File: config.mk
export PLATFORM = sky130hd
export DESIGN_NAME = seq_divider_flat
export DESIGN_NICKNAME = d
export VERILOG_FILES = /design/src/rtl/div_pkg.sv /design/src/rtl/seq_divider_if.sv /design/src/rtl/div_step.sv /design/src/rtl/seq_divider.sv /design/src/flat_wrapper.sv
export SDC_FILE = /design/constraint.sdc
export NUM_CORES = 1
export LEC_CHECK = 0
export BUFFER_PORTS_ARGS = -buffer_cell sky130_fd_sc_hd__buf_2
export CAP_MARGIN = 20
export CELL_PAD_IN_SITES_DETAIL_PLACEMENT = 1
export CELL_PAD_IN_SITES_GLOBAL_PLACEMENT = 1
export CORE_ASPECT_RATIO = 1.25
export CORE_MARGIN = 4
export CORE_UTILIZATION = 38
export CTS_CLUSTER_DIAMETER = 50
export DETAILED_ROUTE_END_ITERATION = 6
export HOLD_SLACK_MARGIN = 0.1
export PLACE_DENSITY = 0.86
export SLEW_MARGIN = 40
export SYNTH_ARGS = -nofsm -noshare
export SYNTH_HDL_FRONTEND = slang
export SYNTH_SLANG_ARGS = --single-unit
export TNS_END_PERCENT = 20
File: constraint.sdc
create_clock -name CLK -period 3 [get_ports CLK]
set_input_delay 0 -clock CLK [delete_from_list [all_inputs] [get_ports CLK]]
set_output_delay 0 -clock CLK [all_outputs]
set_load 0.02 [all_outputs]
File: src/rtl/div_pkg.sv
// Shared definitions for the sequential 64/32 divider.
//   WIDTH_DEFAULT : default divisor/quotient/remainder width
//   QUO_ALL_ONES  : saturated quotient returned for zero-divisor and overflow
//   div_state_e   : controller states
package div_pkg;

  localparam int unsigned WIDTH_DEFAULT = 32;

  localparam logic [WIDTH_DEFAULT-1:0] QUO_ALL_ONES = '1;

  typedef enum logic [1:0] {
    IDLE = 2'd0,
    RUN  = 2'd1,
    FIN  = 2'd2
  } div_state_e;

endpackage

File: src/rtl/seq_divider_if.sv
// Request/result bundle for seq_divider.
//   master : drives CE, START, DIVIDEND, DIVISOR; observes BUSY, DONE, results
//   slave  : the divider side
interface seq_divider_if import div_pkg::*; #(
  parameter int unsigned WIDTH = WIDTH_DEFAULT
) ();

  logic                 CE;
  logic                 START;
  logic [2*WIDTH-1:0]   DIVIDEND;
  logic [WIDTH-1:0]     DIVISOR;
  logic                 BUSY;
  logic                 DONE;
  logic [WIDTH-1:0]     QUOTIENT;
  logic [WIDTH-1:0]     REMAINDER;
  logic                 DIV_BY_ZERO;
  logic                 OVERFLOW;

  modport master (
    output CE, START, DIVIDEND, DIVISOR,
    input  BUSY, DONE, QUOTIENT, REMAINDER, DIV_BY_ZERO, OVERFLOW
  );

  modport slave (
    input  CE, START, DIVIDEND, DIVISOR,
    output BUSY, DONE, QUOTIENT, REMAINDER, DIV_BY_ZERO, OVERFLOW
  );

endinterface

File: src/rtl/div_step.sv
// One radix-2 restoring division iteration (purely combinational).
//   r        : partial remainder, WIDTH+1 bits
//   q        : dividend low half being shifted out / quotient being shifted in
//   d        : divisor
//   r_nxt_c  : remainder after shift and conditional subtract
//   q_nxt_c  : q shifted left with the new quotient bit in bit 0
module div_step import div_pkg::*; #(
  parameter int unsigned WIDTH = WIDTH_DEFAULT
) (
  input  logic [WIDTH:0]   r,
  input  logic [WIDTH-1:0] q,
  input  logic [WIDTH-1:0] d,
  output logic [WIDTH:0]   r_nxt_c,
  output logic [WIDTH-1:0] q_nxt_c
);

  logic [WIDTH:0]   sh;
  logic [WIDTH+1:0] t;
  logic             ge;

  // Shift {R,Q} left by one, then trial-subtract D with one guard bit for the sign.
  // A set top bit of R means the true shifted value exceeds D regardless of t.
  always_comb begin
    sh      = {r[WIDTH-1:0], q[WIDTH-1]};
    t       = {1'b0, sh} - {2'b00, d};
    ge      = r[WIDTH] | ~t[WIDTH+1];
    r_nxt_c = ge ? t[WIDTH:0] : sh;
    q_nxt_c = {q[WIDTH-2:0], ge};
  end

endmodule

File: src/rtl/seq_divider.sv
// Iterative unsigned 2W/W restoring divider with START/BUSY/DONE handshake.
//   CLK  : rising-edge clock
//   SCLR : synchronous active-high reset, overrides CE
//   bus  : seq_divider_if slave port
//          CE, START, DIVIDEND, DIVISOR in;
//          BUSY, DONE, QUOTIENT, REMAINDER, DIV_BY_ZERO, OVERFLOW out (all registered)
// A normal division spends WIDTH enabled cycles iterating with BUSY high, one
// write-back cycle, then presents DONE for one enabled cycle. Zero-divisor and
// overflow requests skip the iterations and present DONE right after START.
module seq_divider import div_pkg::*; #(
  parameter int unsigned WIDTH = WIDTH_DEFAULT
) (
  input logic          CLK,
  input logic          SCLR,
  seq_divider_if.slave bus
);

  localparam int unsigned CNT_W = $clog2(WIDTH + 1);
  // Replicate the package constant enough times to cover any WIDTH.
  localparam int unsigned SAT_REP = (WIDTH + WIDTH_DEFAULT - 1) / WIDTH_DEFAULT;
  localparam logic [WIDTH-1:0] QUO_SAT = WIDTH'({SAT_REP{QUO_ALL_ONES}});

  div_state_e       state;
  logic [CNT_W-1:0] cnt;
  logic [WIDTH:0]   r_q;
  logic [WIDTH-1:0] q_q;
  logic [WIDTH-1:0] d_q;

  logic             busy_q;
  logic             done_q;
  logic [WIDTH-1:0] quo_q;
  logic [WIDTH-1:0] rem_q;
  logic             dz_q;
  logic             ov_q;

  logic [WIDTH-1:0] dvd_hi_c;
  logic [WIDTH-1:0] dvd_lo_c;
  logic             zero_c;
  logic             ovf_c;
  logic [WIDTH:0]   r_nxt_c;
  logic [WIDTH-1:0] q_nxt_c;

  // Request classification on the raw inputs; only used on the accepted START.
  assign dvd_hi_c = bus.DIVIDEND[2*WIDTH-1:WIDTH];
  assign dvd_lo_c = bus.DIVIDEND[WIDTH-1:0];
  assign zero_c   = (bus.DIVISOR == '0);
  assign ovf_c    = (dvd_hi_c >= bus.DIVISOR);

  div_step #(.WIDTH(WIDTH)) u_step (
    .r       (r_q),
    .q       (q_q),
    .d       (d_q),
    .r_nxt_c (r_nxt_c),
    .q_nxt_c (q_nxt_c)
  );

  // Controller, datapath registers and result registers.
  always_ff @(posedge CLK) begin
    if (SCLR) begin
      state  <= IDLE;
      cnt    <= '0;
      r_q    <= '0;
      q_q    <= '0;
      d_q    <= '0;
      busy_q <= 1'b0;
      done_q <= 1'b0;
      quo_q  <= '0;
      rem_q  <= '0;
      dz_q   <= 1'b0;
      ov_q   <= 1'b0;
    end else if (bus.CE) begin
      unique case (state)
        IDLE: begin
          if (bus.START) begin
            if (zero_c) begin
              quo_q  <= QUO_SAT;
              rem_q  <= dvd_lo_c;
              dz_q   <= 1'b1;
              ov_q   <= 1'b0;
              done_q <= 1'b1;
              state  <= FIN;
            end else if (ovf_c) begin
              quo_q  <= QUO_SAT;
              rem_q  <= '0;
              dz_q   <= 1'b0;
              ov_q   <= 1'b1;
              done_q <= 1'b1;
              state  <= FIN;
            end else begin
              r_q    <= {1'b0, dvd_hi_c};
              q_q    <= dvd_lo_c;
              d_q    <= bus.DIVISOR;
              cnt    <= '0;
              busy_q <= 1'b1;
              state  <= RUN;
            end
          end
        end

        RUN: begin
          if (cnt == CNT_W'(WIDTH)) begin
            // Write-back cycle: iterations are finished, publish the result.
            quo_q  <= q_q;
            rem_q  <= r_q[WIDTH-1:0];
            dz_q   <= 1'b0;
            ov_q   <= 1'b0;
            done_q <= 1'b1;
            state  <= FIN;
          end else begin
            r_q <= r_nxt_c;
            q_q <= q_nxt_c;
            cnt <= cnt + CNT_W'(1);
            if (cnt == CNT_W'(WIDTH - 1)) begin
              busy_q <= 1'b0;
            end
          end
        end

        FIN: begin
          // DONE is visible for exactly this state; START here is dropped.
          done_q <= 1'b0;
          state  <= IDLE;
        end

        default: begin
          busy_q <= 1'b0;
          done_q <= 1'b0;
          state  <= IDLE;
        end
      endcase
    end
  end

  assign bus.BUSY        = busy_q;
  assign bus.DONE        = done_q;
  assign bus.QUOTIENT    = quo_q;
  assign bus.REMAINDER   = rem_q;
  assign bus.DIV_BY_ZERO = dz_q;
  assign bus.OVERFLOW    = ov_q;

endmodule

File: src/flat_wrapper.sv
// flat-port wrapper written by rule: the top's interface ports become plain ports
module seq_divider_flat import div_pkg::*;
#(
  parameter int unsigned WIDTH = WIDTH_DEFAULT
)
  (CLK, SCLR, bus_CE, bus_START, bus_DIVIDEND, bus_DIVISOR, bus_BUSY, bus_DONE, bus_QUOTIENT, bus_REMAINDER, bus_DIV_BY_ZERO, bus_OVERFLOW);
  seq_divider_if #(.WIDTH(WIDTH)) bus_i ();
  input logic CLK;
  input logic SCLR;
  input wire logic [$bits(bus_i.CE)-1:0] bus_CE;
  input wire logic [$bits(bus_i.START)-1:0] bus_START;
  input wire logic [$bits(bus_i.DIVIDEND)-1:0] bus_DIVIDEND;
  input wire logic [$bits(bus_i.DIVISOR)-1:0] bus_DIVISOR;
  output wire logic [$bits(bus_i.BUSY)-1:0] bus_BUSY;
  output wire logic [$bits(bus_i.DONE)-1:0] bus_DONE;
  output wire logic [$bits(bus_i.QUOTIENT)-1:0] bus_QUOTIENT;
  output wire logic [$bits(bus_i.REMAINDER)-1:0] bus_REMAINDER;
  output wire logic [$bits(bus_i.DIV_BY_ZERO)-1:0] bus_DIV_BY_ZERO;
  output wire logic [$bits(bus_i.OVERFLOW)-1:0] bus_OVERFLOW;
  assign bus_i.CE = bus_CE;
  assign bus_i.START = bus_START;
  assign bus_i.DIVIDEND = bus_DIVIDEND;
  assign bus_i.DIVISOR = bus_DIVISOR;
  assign bus_BUSY = bus_i.BUSY;
  assign bus_DONE = bus_i.DONE;
  assign bus_QUOTIENT = bus_i.QUOTIENT;
  assign bus_REMAINDER = bus_i.REMAINDER;
  assign bus_DIV_BY_ZERO = bus_i.DIV_BY_ZERO;
  assign bus_OVERFLOW = bus_i.OVERFLOW;
  seq_divider #(.WIDTH(WIDTH)) u_core (.CLK(CLK), .SCLR(SCLR), .bus(bus_i));
endmodule
* Yosys cells after proc, flatten, opt, wreduce, memory -nomap -nowiden
Index checks and enable logic that the tools add are counted.
** Cells by class
- Add/subtract/negate cells :: 2
- $mul :: 0
- Div/mod/pow operators :: 0
- Magnitude comparators :: 1
- Equal/unequal tests :: 11
- Shift-type cells :: 0
- Multiplexer cells :: 50
- Bitwise operators :: 5
- Reduce and logical (&&, ||, !) cells :: 9
** Operators with widths (count)
- 2-to-1 mux 32 bit :: 12
- one-hot mux 32 bit (2 select lines) :: 3
- 2-to-1 mux 33 bit :: 5
- one-hot mux 33 bit (2 select lines) :: 1
- subtractor 33 x 32 -> 34 bit :: 1
- greater-or-equal comparator 32 bit :: 1
- logical NOT 32 bit :: 1
- 2-to-1 mux 6 bit :: 4
- 2-to-1 mux 1 bit :: 15
- one-hot mux 6 bit (2 select lines) :: 1
- AND reduction 5 bit :: 2
- 2-to-1 mux 2 bit :: 4
- inequality test 2 bit, second input constant :: 4
- AND reduction 7 bit :: 1
- adder 6 x 1 -> 6 bit, second input constant :: 1
- == test 6 x 5 -> 1 bit, second input constant :: 1
- == test 6 bit, second input constant :: 1
- one-hot mux 1 bit (2 select lines) :: 3
- AND reduction 6 bit :: 1
- inequality test 2 x 1 -> 1 bit, second input constant :: 2
- inverter 1 bit :: 4
- one-hot mux 2 bit (2 select lines) :: 1
- AND reduction 4 bit :: 1
- inequality test 3 x 1 -> 1 bit, second input constant :: 1
- 7 further kinds :: 7
** Word-level totals
- Flip-flop bits (word level) :: 173
- Bits in latches :: 0
- Bits in writable memories :: 0
- Memory bits (read-only) :: 0
- Bits of input ports :: 100
- Output and inout bits :: 68
- Logic and storage cells :: 89
- Memories kept :: 0

* Depth between registers and ports, before layout
Gate-level depths: netlist of run 1.
- Depth in word-level cells :: 6
- Gate-level depth with buffers :: 13
- Depth with buffers taken out :: 12

* Modules after synthesis
Synthesis of run 1 repeated with hierarchy kept, for this count alone.
** Unflattened totals
- Cells, all modules :: 1325
- Area, all modules :: 10910.5 um^2
** By module, submodules not included
- seq_divider :: instances 1, cells an instance 990, area an instance 8403.1 um^2, sequential area each 3463.3 um^2
- div_step :: instances 1, cells an instance 335, area an instance 2507.4 um^2, sequential area each 0.0 um^2

* Least setup slack after synthesis of run 1
OpenSTA, ideal clock, no wires.
- Kind :: flip-flop to flip-flop
- Start point :: register u_core.q_q[31]
- End point :: register u_core.r_q[30]
- Library setup time :: 0.117 ns
- Arrival :: 2.643 ns
- Required time :: 2.883 ns
- Path slack :: 0.240 ns
- Cell stages (with the launch flop) :: 13
- Path buffers :: 0
- Period minus slack after synthesis :: 2.760 ns
- Cell sequence :: dfxtp_1 > inv_1 > ha_1 > fa_1 > nand2b_1 > a21oi_1 > nor2_1 > o211ai_4 > a31oi_4 > nor4b_4 > mux2i_1 > or3_1 > a32o_1
** On the way
- Cells in the longest elaborated chain, start to end :: 6
** RTL lines
- start: declaration :: RTL line seq_divider.sv:26 : logic [WIDTH-1:0] q_q;
- start signal: assignment :: RTL line seq_divider.sv:91 : q_q <= dvd_lo_c;
- start signal: assignment :: RTL line seq_divider.sv:111 : q_q <= q_nxt_c;
- subtractor 33 x 32 -> 34 bit (*) :: RTL line div_step.sv:25 : t = {1'b0, sh} - {2'b00, d};
- inverter 1 bit :: RTL line div_step.sv:26 : ge = r[WIDTH] | ~t[WIDTH+1];
- OR 1 bit :: RTL line div_step.sv:26
- 2-to-1 mux 33 bit (*) :: RTL line div_step.sv:27 : r_nxt_c = ge ? t[WIDTH:0] : sh;
- 2-to-1 mux 33 bit (*) :: RTL line seq_divider.sv:101 : if (cnt == CNT_W'(WIDTH)) begin
- one-hot mux 33 bit (2 select lines) (*) :: RTL line seq_divider.sv:72 : unique case (state)
- end signal: assignment :: RTL line seq_divider.sv:90 : r_q <= {1'b0, dvd_hi_c};
- end signal: assignment :: RTL line seq_divider.sv:110 : r_q <= r_nxt_c;
- end: declaration :: RTL line seq_divider.sv:25 : logic [WIDTH:0] r_q;
Mark *: on every way between the ends. The rest lies on a longest branch, timed or not. The select of a mux whose other input is x is not followed.
A chain may end at the register's enable or synchronous reset.

* Final worst setup path of run 1
- Start point :: register u_core.d_q[20]
- End point :: register u_core.r_q[10]
** On the way
- Cells in the longest elaborated chain, start to end :: 6
** RTL lines
- start: declaration :: RTL line seq_divider.sv:27 : logic [WIDTH-1:0] d_q;
- start signal: assignment :: RTL line seq_divider.sv:92 : d_q <= bus.DIVISOR;
- subtractor 33 x 32 -> 34 bit :: RTL line div_step.sv:25
- inverter 1 bit :: RTL line div_step.sv:26
- OR 1 bit :: RTL line div_step.sv:26
- 2-to-1 mux 33 bit :: RTL line div_step.sv:27
- 2-to-1 mux 33 bit :: RTL line seq_divider.sv:101
- one-hot mux 33 bit (2 select lines) :: RTL line seq_divider.sv:72
Every way passes these cells. The select of a mux whose other input is x is not followed.

==> results of run 1 <==
timing repair:
item | in CTS | in global routing
endpoints found under the hold margin | 133 | 0
hold buffers | 100 | 0
gates cloned | 0 | 1
setup endpoints to repair | 13 | 37
buffers inserted | 0 | 3
pin swaps | 2 | 6
gates resized for setup | 3 | 23
kinds of logic after synthesis:
logic type / after synthesis
AO/OA/AOI/OAI: 449
XOR/XNOR: 30
adder cells (fa/ha/maj): 67
buffers and inverters: 155
flip-flops: 173
multiplexers: 13
AND/OR/NAND/NOR: 417
cell usage in the layout, fill, tap and decap left out, types with 9 or more instances in the layout:
cell type / instances
dlygate4sd3_1: 100
o211ai_1: 9
inv_1: 71
ha_1: 58
a211oi_1: 72
a22o_1: 17
nor2_1: 161
o21ai_1: 46
a21oi_1: 179
buf_2: 166
xnor2_1: 16
buf_12: 12
o21ai_0: 69
nand4_1: 11
buf_4: 50
nor3_1: 11
and2_1: 37
xor2_1: 14
clkbuf_16: 18
nor4_1: 9
nand2_1: 134
dfxtp_1: 171
mux2i_1: 13
layer usage:
metal	share of wire, %	wire [µm]	global-route usage (%)
met3	5.0	1950	4.09
met2	49	18900	43.9
met4	3.8	1490	11.2
met5	0	0	0
met1	43	16600	31.9
power breakdown:
group,internal (mW),switching [mW],leakage [nW]
clock,1.19,0.997,0.272
sequential,2.45,0.136,1.41
combinational,1.28,1.75,3.92
registers in the layout, indices dropped and copies added (netlist names), 2 cells and up:
register,cells
u_core.r_q,33
u_core.bus.QUOTIENT,32
u_core.bus.REMAINDER,32
u_core.d_q,32
u_core.q_q,32
u_core.cnt,6
u_core.state,2
layout make-up:
cell class              count  area, µm²
diodes                      2       5.00
clock buffers              19        453
clock inverters            12        111
fillers                  3192      12800
inverters                  71        267
multi-input cells         976       6030
flip-flops and latches    173       3470
well taps                 340        425
repair buffers            329       2470
synthesized netlist by cell type, types with 9 or more instances:
library cell | instances | area, µm²
nor4_1 | 10 | 62.6
nor3_1 | 11 | 55.1
clkbuf_1 | 62 | 233
a22o_1 | 17 | 149
xor2_1 | 14 | 123
mux2i_1 | 13 | 130
xnor2_1 | 16 | 140
dfxtp_1 | 173 | 3460
inv_1 | 71 | 267
a21oi_1 | 182 | 911
and2_1 | 37 | 231
nand2_1 | 134 | 503
ha_1 | 66 | 826
a211oi_1 | 72 | 541
nor2_1 | 165 | 619
nand4_1 | 11 | 68.8
o21ai_1 | 47 | 235
o211ai_1 | 9 | 67.6
nand2b_1 | 9 | 56.3
o21ai_0 | 70 | 350
buf_2 | 14 | 70.1
metrics by stage:
step                      instances  instance area (µm²)  utilization, %  setup TNS (ns)
after floorplan                1304                10000               -               0
after CTS                      1916                13100            50.4       -0.000282
after detailed placement       1785                11500            44.3         -0.0300
after global placement         1785                11500            44.3               0
final                          1922                13200            50.9               0
after global routing           1921                13200            50.9          -0.210
critical path: stages, from the launching register on:
cell	delay, ns
dfxtp_1	0.32
inv_1	0.04
ha_1	0.40
a21oi_2	0.19
o21ai_1	0.15
a2111oi_2	0.39
o31ai_2	0.16
a41oi_4	0.31
buf_12	0.21
mux2i_1	0.25
a21oi_1	0.10
a21oi_1	0.20
nor2_1	0.09
path summary, 6_finish.rpt:
| path | end | slack (ns) | cells after the start |
|---|---|---|---|
| worst max-delay path | u_core.r_q[10] | 0.05 | 12 |
| worst min-delay path | u_core.r_q[31] | 0.13 | 4 |
| worst max register to register | u_core.r_q[10] | 0.05 | 12 |
| worst min register to register | u_core.bus.REMAINDER[0] | 0.44 | 2 |
==> flow_results.xml, run 1 <==
<?xml version="1.0" encoding="UTF-8"?>
<metrics>
  <group name="power">
    <metric name="power_per_cell_area" unit="nW/µm²">590</metric>
    <metric name="cellLeakagePower" unit="nW">5.60</metric>
    <metric name="vdd_ir_drop_max" unit="mV">0.335</metric>
    <metric name="power" unit="mW">7.81</metric>
  </group>
  <group name="grt">
    <metric name="maximum_number_of_pins_on_one_net_before_global_route_repair" unit="">63</metric>
    <metric name="gr-usage-all-layers" unit="%">25.7</metric>
    <metric name="remaining_global_route_overflow" unit="">0</metric>
    <metric name="grt_antenna_before_repair" unit="">1</metric>
    <metric name="via_count_of_the_first_global_routing_pass" unit="">11300</metric>
    <metric name="grt_pass1_wl" unit="mm">60.4</metric>
  </group>
  <group name="yosys">
    <metric name="synth_seq_area_share" unit="%">34.6</metric>
    <metric name="synth.mux.area_fraction" unit="%">1.30</metric>
    <metric name="post_synth_fa_ha_maj_area_fraction" unit="%">8.46</metric>
    <metric name="ys_ff_latch" unit="">173</metric>
    <metric name="synthSimpleGateAreaFrac" unit="%">18.9</metric>
    <metric name="synth_compound_gate_area_share" unit="%">27.8</metric>
    <metric name="synth_fp_nets" unit="">1471</metric>
    <metric name="netlist_area" unit="µm²">10000</metric>
    <metric name="synth_edf_count" unit="">0</metric>
    <metric name="postSynth.asyncResetShare" unit="%">0</metric>
    <metric name="yosysWarnings" unit="">0</metric>
    <metric name="distinct_cells_synth" unit="">65</metric>
    <metric name="dominantRegCellSynth" unit="">dfxtp_1</metric>
    <metric name="combinational_family_with_the_most_area_after_synthesis" unit="">compound AO/OA/AOI/OAI gates</metric>
    <metric name="postSynthAreaPerCell" unit="µm²">7.67</metric>
    <metric name="postSynthCellCount" unit="">1304</metric>
    <metric name="synth_xor_xnor_area_share" unit="%">2.63</metric>
  </group>
  <group name="routing">
    <metric name="drtIter0Drc" unit="">503</metric>
    <metric name="dr_total_vias" unit="">10800</metric>
    <metric name="via_per_inst" unit="">5.64</metric>
    <metric name="routed_wire_length" unit="mm">38.9</metric>
    <metric name="drt-wirelength-per-cell" unit="µm">20.2</metric>
    <metric name="ant_nets" unit="">0</metric>
    <metric name="post-route-drc-count" unit="">0</metric>
    <metric name="detailedRoute.firstPassIterationCount" unit="">5</metric>
  </group>
  <group name="timing">
    <metric name="hold_viol" unit="">0</metric>
    <metric name="period_minus_slack" unit="ns">2.95</metric>
    <metric name="final_setup_vio_count" unit="">0</metric>
    <metric name="maxSlewViolCount" unit="">0</metric>
    <metric name="post-route-period-util" unit="%">98.5</metric>
    <metric name="tightest_slew" unit="ns">0.668</metric>
    <metric name="timing.hold.ws" unit="ns">0.130</metric>
    <metric name="timing.max_slew.rel_slack" unit="%">55.4</metric>
    <metric name="finClkSkew" unit="ns">0.00932</metric>
    <metric name="maxClockFrequency" unit="MHz">338</metric>
    <metric name="grt_setup_unrepaired" unit="">yes</metric>
    <metric name="final.setup.worst_slack" unit="ns">0.0456</metric>
  </group>
  <group name="run_status">
    <metric name="outcome" unit="">finished clean</metric>
  </group>
  <group name="cells_and_area">
    <metric name="area.growth.synth_to_final" unit="%">32.3</metric>
    <metric name="nets" unit="">1735</metric>
    <metric name="final_layout_size_suffix_gt1_share" unit="%">19.2</metric>
  </group>
  <group name="worst_setup_path">
    <metric name="worst_setup_path_end_kind" unit="">register</metric>
    <metric name="cp.required" unit="ns">3.31</metric>
    <metric name="critPathLaunchType" unit="">register</metric>
    <metric name="worst_r2r_startpoint" unit="">u_core.d_q[20]</metric>
    <metric name="maximum_fanout_encountered_on_the_critical_timing_path" unit="">18</metric>
    <metric name="worstSetupStartpoint" unit="">u_core.d_q[20]</metric>
    <metric name="critical_path_class" unit="">reg2reg</metric>
    <metric name="arrival" unit="ns">3.26</metric>
  </group>
  <group name="floorplanning">
    <metric name="num_rows" unit="">66</metric>
    <metric name="floorplan.initialDensity" unit="%">38.5</metric>
    <metric name="floorplan.die_area" unit="µm²">29000</metric>
    <metric name="placeableCoreArea" unit="µm²">26000</metric>
    <metric name="die_h" unit="µm">189</metric>
    <metric name="pin_count" unit="">168</metric>
    <metric name="die_w" unit="µm">153</metric>
  </group>
  <group name="placed_design">
    <metric name="post-place-ws" unit="ns">-0.0278</metric>
    <metric name="detailedPlacementHpwl" unit="mm">26.9</metric>
    <metric name="gp_routability_congestion" unit="">0.929</metric>
    <metric name="port_buffers" unit="">167</metric>
  </group>
  <group name="clock_network">
    <metric name="bufs_on_longest_clock_path" unit="">2</metric>
    <metric name="tritoncts" unit="">done</metric>
    <metric name="clkSinkCount" unit="">173</metric>
    <metric name="clock_latency" unit="ns">0.44</metric>
    <metric name="clkSlewWorstSetupHoldPaths" unit="ns">0.07</metric>
    <metric name="total_cts_buffers" unit="">17</metric>
    <metric name="clock-root-buffer" unit="">clkbuf_16</metric>
    <metric name="h-tree-depth" unit="">4</metric>
  </group>
  <group name="hold_path">
    <metric name="startpoint_of_the_tightest_hold_check_path" unit="">bus_DIVIDEND[63]</metric>
    <metric name="worstHoldPathType" unit="">in2reg</metric>
  </group>
  <group name="job">
    <metric name="maxCapViolations" unit="">0</metric>
  </group>
</metrics>
(Power assumes the default switching activity.)
==> inputs of run 2 (changes only) <==
--- a/config.mk
+++ b/config.mk
@@ -11,11 +11,12 @@
 export CELL_PAD_IN_SITES_GLOBAL_PLACEMENT = 1
 export CORE_ASPECT_RATIO = 1.25
 export CORE_MARGIN = 4
-export CORE_UTILIZATION = 38
+export CORE_UTILIZATION = 45
 export CTS_CLUSTER_DIAMETER = 50
 export DETAILED_ROUTE_END_ITERATION = 6
 export HOLD_SLACK_MARGIN = 0.1
-export PLACE_DENSITY = 0.86
+export PLACE_DENSITY = 0.94
+export REMOVE_ABC_BUFFERS = 1
 export SLEW_MARGIN = 40
 export SYNTH_ARGS = -nofsm -noshare
 export SYNTH_HDL_FRONTEND = slang
==> constraint.sdc (replaced) <==
create_clock -name CLK -period 3.6 [get_ports CLK]
set_input_delay 0 -clock CLK [delete_from_list [all_inputs] [get_ports CLK]]
set_output_delay 0 -clock CLK [all_outputs]
set_load 0.02 [all_outputs]
==> flow_results.xml, run 2 (synthesized netlist as in run 1, its figures left out) <==
<?xml version="1.0" encoding="UTF-8"?>
<metrics>
  <group name="worst_setup_path">
    <metric name="cp.required" unit="ns">3.92</metric>
    <metric name="arrival" unit="ns">3.86</metric>
    <metric name="worst_setup_path_end_kind" unit="">register</metric>
    <metric name="maximum_fanout_encountered_on_the_critical_timing_path" unit="">33</metric>
    <metric name="critPathLaunchType" unit="">input port</metric>
    <metric name="critical_path_class" unit="">in2reg</metric>
  </group>
  <group name="clock_network">
    <metric name="clkSlewWorstSetupHoldPaths" unit="ns">0.08</metric>
    <metric name="bufs_on_longest_clock_path" unit="">2</metric>
    <metric name="tritoncts" unit="">done</metric>
    <metric name="clock-root-buffer" unit="">clkbuf_16</metric>
    <metric name="clkSinkCount" unit="">173</metric>
    <metric name="clock_latency" unit="ns">0.45</metric>
    <metric name="h-tree-depth" unit="">4</metric>
    <metric name="total_cts_buffers" unit="">17</metric>
  </group>
  <group name="timing">
    <metric name="period_minus_slack" unit="ns">3.54</metric>
    <metric name="maxSlewViolCount" unit="">0</metric>
    <metric name="hold_viol" unit="">0</metric>
    <metric name="maxClockFrequency" unit="MHz">283</metric>
    <metric name="timing.hold.ws" unit="ns">0.154</metric>
    <metric name="grt_setup_unrepaired" unit="">no</metric>
    <metric name="tightest_slew" unit="ns">0.844</metric>
    <metric name="post-route-period-util" unit="%">98.3</metric>
    <metric name="final_setup_vio_count" unit="">0</metric>
    <metric name="timing.max_slew.rel_slack" unit="%">43.2</metric>
    <metric name="final.setup.worst_slack" unit="ns">0.0606</metric>
    <metric name="finClkSkew" unit="ns">0.0183</metric>
  </group>
  <group name="power">
    <metric name="vdd_ir_drop_max" unit="mV">0.451</metric>
    <metric name="p_int" unit="mW">3.96</metric>
    <metric name="net_load_switching_power" unit="mW">2.52</metric>
    <metric name="combinationalPowerShare" unit="%">37.7</metric>
    <metric name="swShare" unit="%">38.9</metric>
    <metric name="power" unit="mW">6.49</metric>
    <metric name="power_per_cell_area" unit="nW/µm²">509</metric>
    <metric name="cellLeakagePower" unit="nW">5.42</metric>
    <metric name="share_seq_of_total_power" unit="%">33.5</metric>
    <metric name="power.clock.fraction" unit="%">28.9</metric>
  </group>
  <group name="routing">
    <metric name="routed_wire_length" unit="mm">44.5</metric>
    <metric name="detailedRoute.firstPassIterationCount" unit="">7</metric>
    <metric name="dr_wl_met2" unit="mm">21.5</metric>
    <metric name="met1Wirelength" unit="mm">16.6</metric>
    <metric name="drt-wirelength-per-cell" unit="µm">24.3</metric>
    <metric name="ant_nets" unit="">0</metric>
    <metric name="post-route-drc-count" unit="">1</metric>
    <metric name="route.met3.wl" unit="mm">3.57</metric>
    <metric name="via_per_inst" unit="">6.32</metric>
    <metric name="highest-signal-layer" unit="">met4</metric>
    <metric name="dr_total_vias" unit="">11600</metric>
    <metric name="drtIter0Drc" unit="">1306</metric>
  </group>
  <group name="placed_design">
    <metric name="port_buffers" unit="">167</metric>
    <metric name="place_area" unit="µm²">11100</metric>
    <metric name="gp_routability_congestion" unit="">0.940</metric>
    <metric name="detailedPlacementHpwl" unit="mm">25.9</metric>
    <metric name="post-place-ws" unit="ns">0.401</metric>
  </group>
  <group name="cells_and_area">
    <metric name="multi_input_area" unit="µm²">5950</metric>
    <metric name="fillCellCount" unit="">2644</metric>
    <metric name="most_frequent_standard_cell_in_the_layout_excluding_fill_and_tap_cells" unit="">a21oi_1</metric>
    <metric name="nets" unit="">1704</metric>
    <metric name="most-common-layout-cells" unit="">a21oi_1 (182), dfxtp_1 (173), buf_2 (166)</metric>
    <metric name="area.sequential" unit="µm²">3460</metric>
    <metric name="final_layout_size_suffix_gt1_share" unit="%">16.3</metric>
    <metric name="largest_register_ff_count" unit="">33</metric>
    <metric name="total_non_filler_cell_area_in_the_finished_layout" unit="µm²">12700</metric>
    <metric name="area.growth.synth_to_final" unit="%">27.4</metric>
    <metric name="largest_register" unit="">u_core.r_q</metric>
    <metric name="layout.core_utilization" unit="%">58.7</metric>
  </group>
  <group name="grt">
    <metric name="via_count_of_the_first_global_routing_pass" unit="">12400</metric>
    <metric name="remaining_global_route_overflow" unit="">0</metric>
    <metric name="grt_antenna_before_repair" unit="">1</metric>
    <metric name="gr-usage-all-layers" unit="%">35.1</metric>
    <metric name="maximum_number_of_pins_on_one_net_before_global_route_repair" unit="">76</metric>
    <metric name="grt_pass1_wl" unit="mm">69.0</metric>
  </group>
  <group name="floorplanning">
    <metric name="floorplan.die_area" unit="µm²">24700</metric>
    <metric name="placeableCoreArea" unit="µm²">21700</metric>
    <metric name="num_rows" unit="">60</metric>
    <metric name="die_h" unit="µm">175</metric>
    <metric name="die_w" unit="µm">141</metric>
    <metric name="floorplan.initialDensity" unit="%">46.1</metric>
    <metric name="pin_count" unit="">168</metric>
  </group>
  <group name="run_status">
    <metric name="violations" unit="">DRC</metric>
    <metric name="outcome" unit="">finished with violations</metric>
  </group>
  <group name="job">
    <metric name="maxCapViolations" unit="">0</metric>
  </group>
  <group name="hold_path">
    <metric name="worstHoldPathType" unit="">in2reg</metric>
  </group>
</metrics>
run 2: cell count changes in the layout (fill, tap and decap cells not counted), sizes merged:
cell         previous run  this run
inv                    74        75
diode                   2         1
clkinvlp                3         1
clkinv                  5         6
dlygate4sd3           100        98
buf                   228       200
run 2: routing by layer:
layer  up-vias  GRT usage (%)
met5         -              0
li1       5059              -
met3       246           7.47
met1      5577           40.0
met2       679           59.6
met4         0           21.2
run 2: repair_timing:
item	in CTS	in global routing
hold buffers	98	0
endpoints found under the setup margin	0	8
setup buffers	0	3
endpoints found under the hold margin	130	0
resized for setup	0	0
run 2: worst paths after layout:
check | end | slack, ns | start | cells past startpoint
worst max-delay path | u_core.d_q[19] | 0.06 | bus_DIVISOR[23] | 13
worst max register to register | u_core.r_q[23] | 0.22 | u_core.q_q[31] | 11
worst min-delay path | u_core.bus.BUSY | 0.15 | SCLR | 2
worst min register to register | u_core.bus.REMAINDER[8] | 0.46 | u_core.bus.REMAINDER[8] | 2
run 2: power groups by stage:
stage	clock [mW]	combinational (mW)	sequential (mW)
after global routing	1.95	2.59	2.18
after CTS	1.85	2.23	2.15
after global placement	0	2.03	2.19
final	1.87	2.44	2.17
after floorplan	0	1.44	2.20
after detailed placement	0	2.11	2.20
run 2: through the flow:
| stage | instances | TNS [ns] |
|---|---|---|
| 6_report | 1830 | 0 |
| 2_1_floorplan | 1220 | -232.62 |
| 3_5_place_dp | 1695 | 0 |
| 5_1_grt | 1830 | 0 |
| 3_3_place_gp | 1694 | 0 |
| 4_1_cts | 1825 | 0 |
run 2: cell type report:
class	instances	share of cell area (%)
Clock inverter	12	0.884
Timing Repair Buffer	298	16.9
Inverter	71	2.09
Sequential cell	173	27.2
Clock buffer	20	3.51
Tap cell	279	2.74
Multi-Input combinational cell	976	46.7
Antenna cell	1	0.0196
run 2: critical path, cell delays in order:
cell and delay (ns):
dlygate4sd3_1 0.53, buf_2 0.15, inv_1 0.05, ha_1 0.32, a211oi_1 0.30, o21ai_0 0.16
o221ai_1 0.46, nand4_1 0.32, buf_4 0.29, nor2_2 0.20, buf_4 0.43, nand2_1 0.24
a21oi_1 0.38
==> inputs of run 3 (changes only) <==
--- a/config.mk
+++ b/config.mk
@@ -5,13 +5,14 @@
 export SDC_FILE = /design/constraint.sdc
 export NUM_CORES = 1
 export LEC_CHECK = 0
+export ABC_AREA = 1
 export BUFFER_PORTS_ARGS = -buffer_cell sky130_fd_sc_hd__buf_2
 export CAP_MARGIN = 20
 export CELL_PAD_IN_SITES_DETAIL_PLACEMENT = 1
 export CELL_PAD_IN_SITES_GLOBAL_PLACEMENT = 1
 export CORE_ASPECT_RATIO = 1.25
 export CORE_MARGIN = 4
-export CORE_UTILIZATION = 45
+export CORE_UTILIZATION = 43
 export CTS_CLUSTER_DIAMETER = 50
 export DETAILED_ROUTE_END_ITERATION = 6
 export HOLD_SLACK_MARGIN = 0.1
==> flow_results.xml, run 3 <==
<?xml version="1.0" encoding="UTF-8"?>
<metrics>
  <group name="timing">
    <metric name="timing.hold.ws" unit="ns">0.260</metric>
    <metric name="period_minus_slack" unit="ns">3.55</metric>
    <metric name="grt_setup_unrepaired" unit="">no</metric>
    <metric name="tightest_slew" unit="ns">0.812</metric>
    <metric name="final.setup.worst_slack" unit="ns">0.0514</metric>
    <metric name="finClkSkew" unit="ns">0.0156</metric>
    <metric name="final_setup_vio_count" unit="">0</metric>
    <metric name="totalNegativeSetupSlack" unit="ns">0</metric>
    <metric name="maxClockFrequency" unit="MHz">282</metric>
    <metric name="maxSlewViolCount" unit="">0</metric>
    <metric name="timing.max_slew.rel_slack" unit="%">45.9</metric>
    <metric name="hold_viol" unit="">0</metric>
    <metric name="post-route-period-util" unit="%">98.6</metric>
  </group>
  <group name="yosys">
    <metric name="yosysWarnings" unit="">0</metric>
    <metric name="dominantRegCellSynth" unit="">dfxtp_1</metric>
    <metric name="distinct_cells_synth" unit="">34</metric>
    <metric name="synth_edf_count" unit="">0</metric>
    <metric name="synth_area_leader_cell" unit="">dfxtp_1</metric>
    <metric name="yosys.cell_count.top_type" unit="">nand2_1</metric>
    <metric name="share_of_yosys_cell_area_claimed_by_the_top_area_cell_type" unit="%">29.5</metric>
    <metric name="ys_ff_latch" unit="">173</metric>
    <metric name="postSynth.asyncResetShare" unit="%">0</metric>
    <metric name="postSynthAreaPerCell" unit="µm²">5.90</metric>
    <metric name="synthTopCellsByCount" unit="">nand2_1 (684), nor2_1 (269), inv_1 (242), nand3_1 (206), dfxtp_1 (173)</metric>
    <metric name="synth.area.top_cells" unit="">dfxtp_1 (30%), nand2_1 (22%), nand3_1 (8.8%)</metric>
    <metric name="netlist_area" unit="µm²">11700</metric>
    <metric name="postSynthCellCount" unit="">1991</metric>
    <metric name="synth_seq_area_share" unit="%">29.5</metric>
  </group>
  <group name="cells_and_area">
    <metric name="final-instance-count-excl-fill" unit="">2578</metric>
    <metric name="fillCellCount" unit="">3715</metric>
    <metric name="most-common-layout-cells" unit="">nand2_1 (681), nor2_1 (268), inv_1 (240)</metric>
    <metric name="largest_register" unit="">u_core.r_q</metric>
    <metric name="nets" unit="">2386</metric>
    <metric name="layout.core_utilization" unit="%">54.3</metric>
    <metric name="area.growth.synth_to_final" unit="%">24.0</metric>
    <metric name="largest_register_ff_count" unit="">33</metric>
    <metric name="most_frequent_standard_cell_in_the_layout_excluding_fill_and_tap_cells" unit="">nand2_1</metric>
    <metric name="final_layout_size_suffix_gt1_share" unit="%">10.7</metric>
  </group>
  <group name="worst_setup_path">
    <metric name="critPathLaunchType" unit="">input port</metric>
    <metric name="crit_path_max_incr_delay" unit="ns">0.61</metric>
    <metric name="worst_r2r_startpoint" unit="">u_core.d_q[7]</metric>
    <metric name="worst_setup_path_end_kind" unit="">register</metric>
    <metric name="reg2reg_slack" unit="ns">0.25</metric>
    <metric name="worstSetupStartpoint" unit="">bus_DIVISOR[31]</metric>
    <metric name="critical_path_class" unit="">in2reg</metric>
    <metric name="cp_cell_sequence" unit="">dlygate4sd3_1 &gt; buf_2 &gt; inv_1 &gt; ha_1 &gt; nand2_1 &gt; inv_1 &gt; o21ai_0 &gt; nand3_1 &gt; a21oi_1 &gt; nand4_2 &gt; nor2_2 &gt; buf_4 &gt; nand3_1 &gt; a21oi_1 &gt; dlygate4sd3_1</metric>
    <metric name="timing.critical_path.slowest_stage_cell" unit="">dlygate4sd3_1</metric>
    <metric name="arrival" unit="ns">3.92</metric>
    <metric name="maximum_fanout_encountered_on_the_critical_timing_path" unit="">32</metric>
    <metric name="cp_capture_point" unit="">u_core.d_q[8]</metric>
    <metric name="r2r-end" unit="">u_core.r_q[1]</metric>
    <metric name="rr_worst_depth" unit="">15</metric>
    <metric name="cp.required" unit="ns">3.98</metric>
  </group>
  <group name="routing">
    <metric name="dr_total_vias" unit="">14800</metric>
    <metric name="drt-wirelength-per-cell" unit="µm">21.8</metric>
    <metric name="drtIter0Drc" unit="">999</metric>
    <metric name="post-route-drc-count" unit="">0</metric>
    <metric name="ant_nets" unit="">0</metric>
    <metric name="detailedRoute.firstPassIterationCount" unit="">6</metric>
    <metric name="routed_wire_length" unit="mm">56.3</metric>
    <metric name="via_per_inst" unit="">5.73</metric>
  </group>
  <group name="floorplanning">
    <metric name="placeableCoreArea" unit="µm²">26800</metric>
    <metric name="die_w" unit="µm">156</metric>
    <metric name="floorplan.initialDensity" unit="%">43.8</metric>
    <metric name="floorplan.die_area" unit="µm²">30000</metric>
    <metric name="num_rows" unit="">67</metric>
    <metric name="pin_count" unit="">168</metric>
    <metric name="die_h" unit="µm">193</metric>
  </group>
  <group name="clock_network">
    <metric name="h-tree-depth" unit="">4</metric>
    <metric name="clock_latency" unit="ns">0.44</metric>
    <metric name="clkSlewWorstSetupHoldPaths" unit="ns">0.07</metric>
    <metric name="total_cts_buffers" unit="">17</metric>
    <metric name="bufs_on_longest_clock_path" unit="">2</metric>
    <metric name="clkSinkCount" unit="">173</metric>
    <metric name="tritoncts" unit="">done</metric>
    <metric name="clock-root-buffer" unit="">clkbuf_16</metric>
  </group>
  <group name="power">
    <metric name="power_per_cell_area" unit="nW/µm²">521</metric>
    <metric name="vdd_ir_drop_max" unit="mV">0.291</metric>
    <metric name="cellLeakagePower" unit="nW">7.56</metric>
  </group>
  <group name="placed_design">
    <metric name="detailedPlacementHpwl" unit="mm">34.4</metric>
    <metric name="port_buffers" unit="">167</metric>
    <metric name="placed_cells_incl_taps" unit="">2431</metric>
    <metric name="gp_routability_congestion" unit="">1.00</metric>
    <metric name="post-place-ws" unit="ns">0.509</metric>
  </group>
  <group name="grt">
    <metric name="gr-usage-all-layers" unit="%">36.8</metric>
    <metric name="maximum_number_of_pins_on_one_net_before_global_route_repair" unit="">66</metric>
    <metric name="grt_most_used_layer" unit="">met2</metric>
    <metric name="grt_pass1_wl" unit="mm">87.0</metric>
    <metric name="use_met3" unit="%">5.11</metric>
    <metric name="via_count_of_the_first_global_routing_pass" unit="">15900</metric>
    <metric name="global_route.usage.met2" unit="%">66.8</metric>
    <metric name="global_route.usage.met1" unit="%">40.9</metric>
    <metric name="grt_antenna_before_repair" unit="">2</metric>
    <metric name="remaining_global_route_overflow" unit="">0</metric>
  </group>
  <group name="hold_path">
    <metric name="startpoint_of_the_tightest_hold_check_path" unit="">bus_START</metric>
    <metric name="worstHoldPathType" unit="">in2reg</metric>
  </group>
  <group name="job">
    <metric name="maxCapViolations" unit="">0</metric>
  </group>
  <group name="run_status">
    <metric name="outcome" unit="">finished clean</metric>
  </group>
</metrics>
-- run 3: cell count changes in the layout (fill, tap and decap cells not counted), moves of 15 or more --
cell / delta
nand2_1: +547
nand3_1: +199
inv_1: +169
nor2_1: +105
a211oi_1: -72
a21oi_1: -60
o21ai_1: -42
and2_1: -37
o21ai_0: -33
nand4_1: +20
a22o_1: -17
dlygate4sd3_1: +16
xnor2_1: -15
-- run 3: what timing repair did --
| item | in CTS | in global routing |
|---|---|---|
| hold buffers | 114 | 0 |
| setup buffers | 0 | 0 |
| resized for setup | 0 | 3 |
| endpoints found under the hold margin | 130 | 0 |
| endpoints found under the setup margin | 0 | 15 |
-- run 3: how the worst min path moves through the flow --
stage / end / slack, ns / cells after the start
detailed placement: u_core.d_q[8] / 0.29 / 3
global route: u_core.cnt[0] / 0.33 / 7
CTS: u_core.cnt[0] / 0.19 / 7
finish: u_core.cnt[0] / 0.26 / 7
floorplan: u_core.bus.BUSY / 0.07 / 1
global placement: u_core.d_q[7] / 0.28 / 3
-- run 3: final cells by class --
| cell class | instances | area (µm²) | share of cell area, % |
|---|---|---|---|
| Inverter | 245 | 922 | 6.34 |
| Multi-Input combinational cell | 1478 | 6940 | 47.7 |
| Clock inverter | 9 | 133 | 0.911 |
| Clock buffer | 23 | 478 | 3.28 |
| Sequential cell | 173 | 3460 | 23.8 |
| Timing Repair Buffer | 304 | 2180 | 15.0 |
| Antenna cell | 1 | 2.50 | 0.0172 |
| Tap cell | 345 | 432 | 2.97 |
-- run 3: metal layers --
metal  part of all wire [%]  routed length, µm  vias to the layer above
li1                       -                  -                     6674
met1                     38              21200                     7172
met2                     51              28500                      695
met3                    5.7               3210                      237
met4                    6.2               3490                        0
met5                      0                  0                        -
-- run 3: worst max-delay path: cells and delay by family --
family	cells	cell delay, ns
adder cells (fa/ha/maj)	1	0.32
AND/OR/NAND/NOR	5	0.98
buffers and inverters	6	2.00
AO/OA/AOI/OAI	3	0.60
-- run 3: stage by stage --
stage                     cell area (µm²)  power [mW]
final                               14600        7.58
after global routing                14600        7.96
after CTS                           14500        7.38
after detailed placement            12800        5.28
after global placement              12800        5.19
after floorplan                     11300        4.17
-- run 3: cell families after synthesis --
| logic type | synth area share [%] |
|---|---|
| AOI/OAI and AO/OA | 8.15 |
| xor gates and xnor gates | 1.34 |
| adders and majority gates | 7.21 |
| buffers and inverters | 11.6 |
| DFF | 29.5 |
| and+or+nand+nor | 42.2 |
-- run 3: power breakdown --
part / internal, mW / total, mW / switching [mW]
clock network: 1.15 / 2.04 / 0.882
logic: 0.979 / 3.33 / 2.35
registers: 2.08 / 2.21 / 0.131
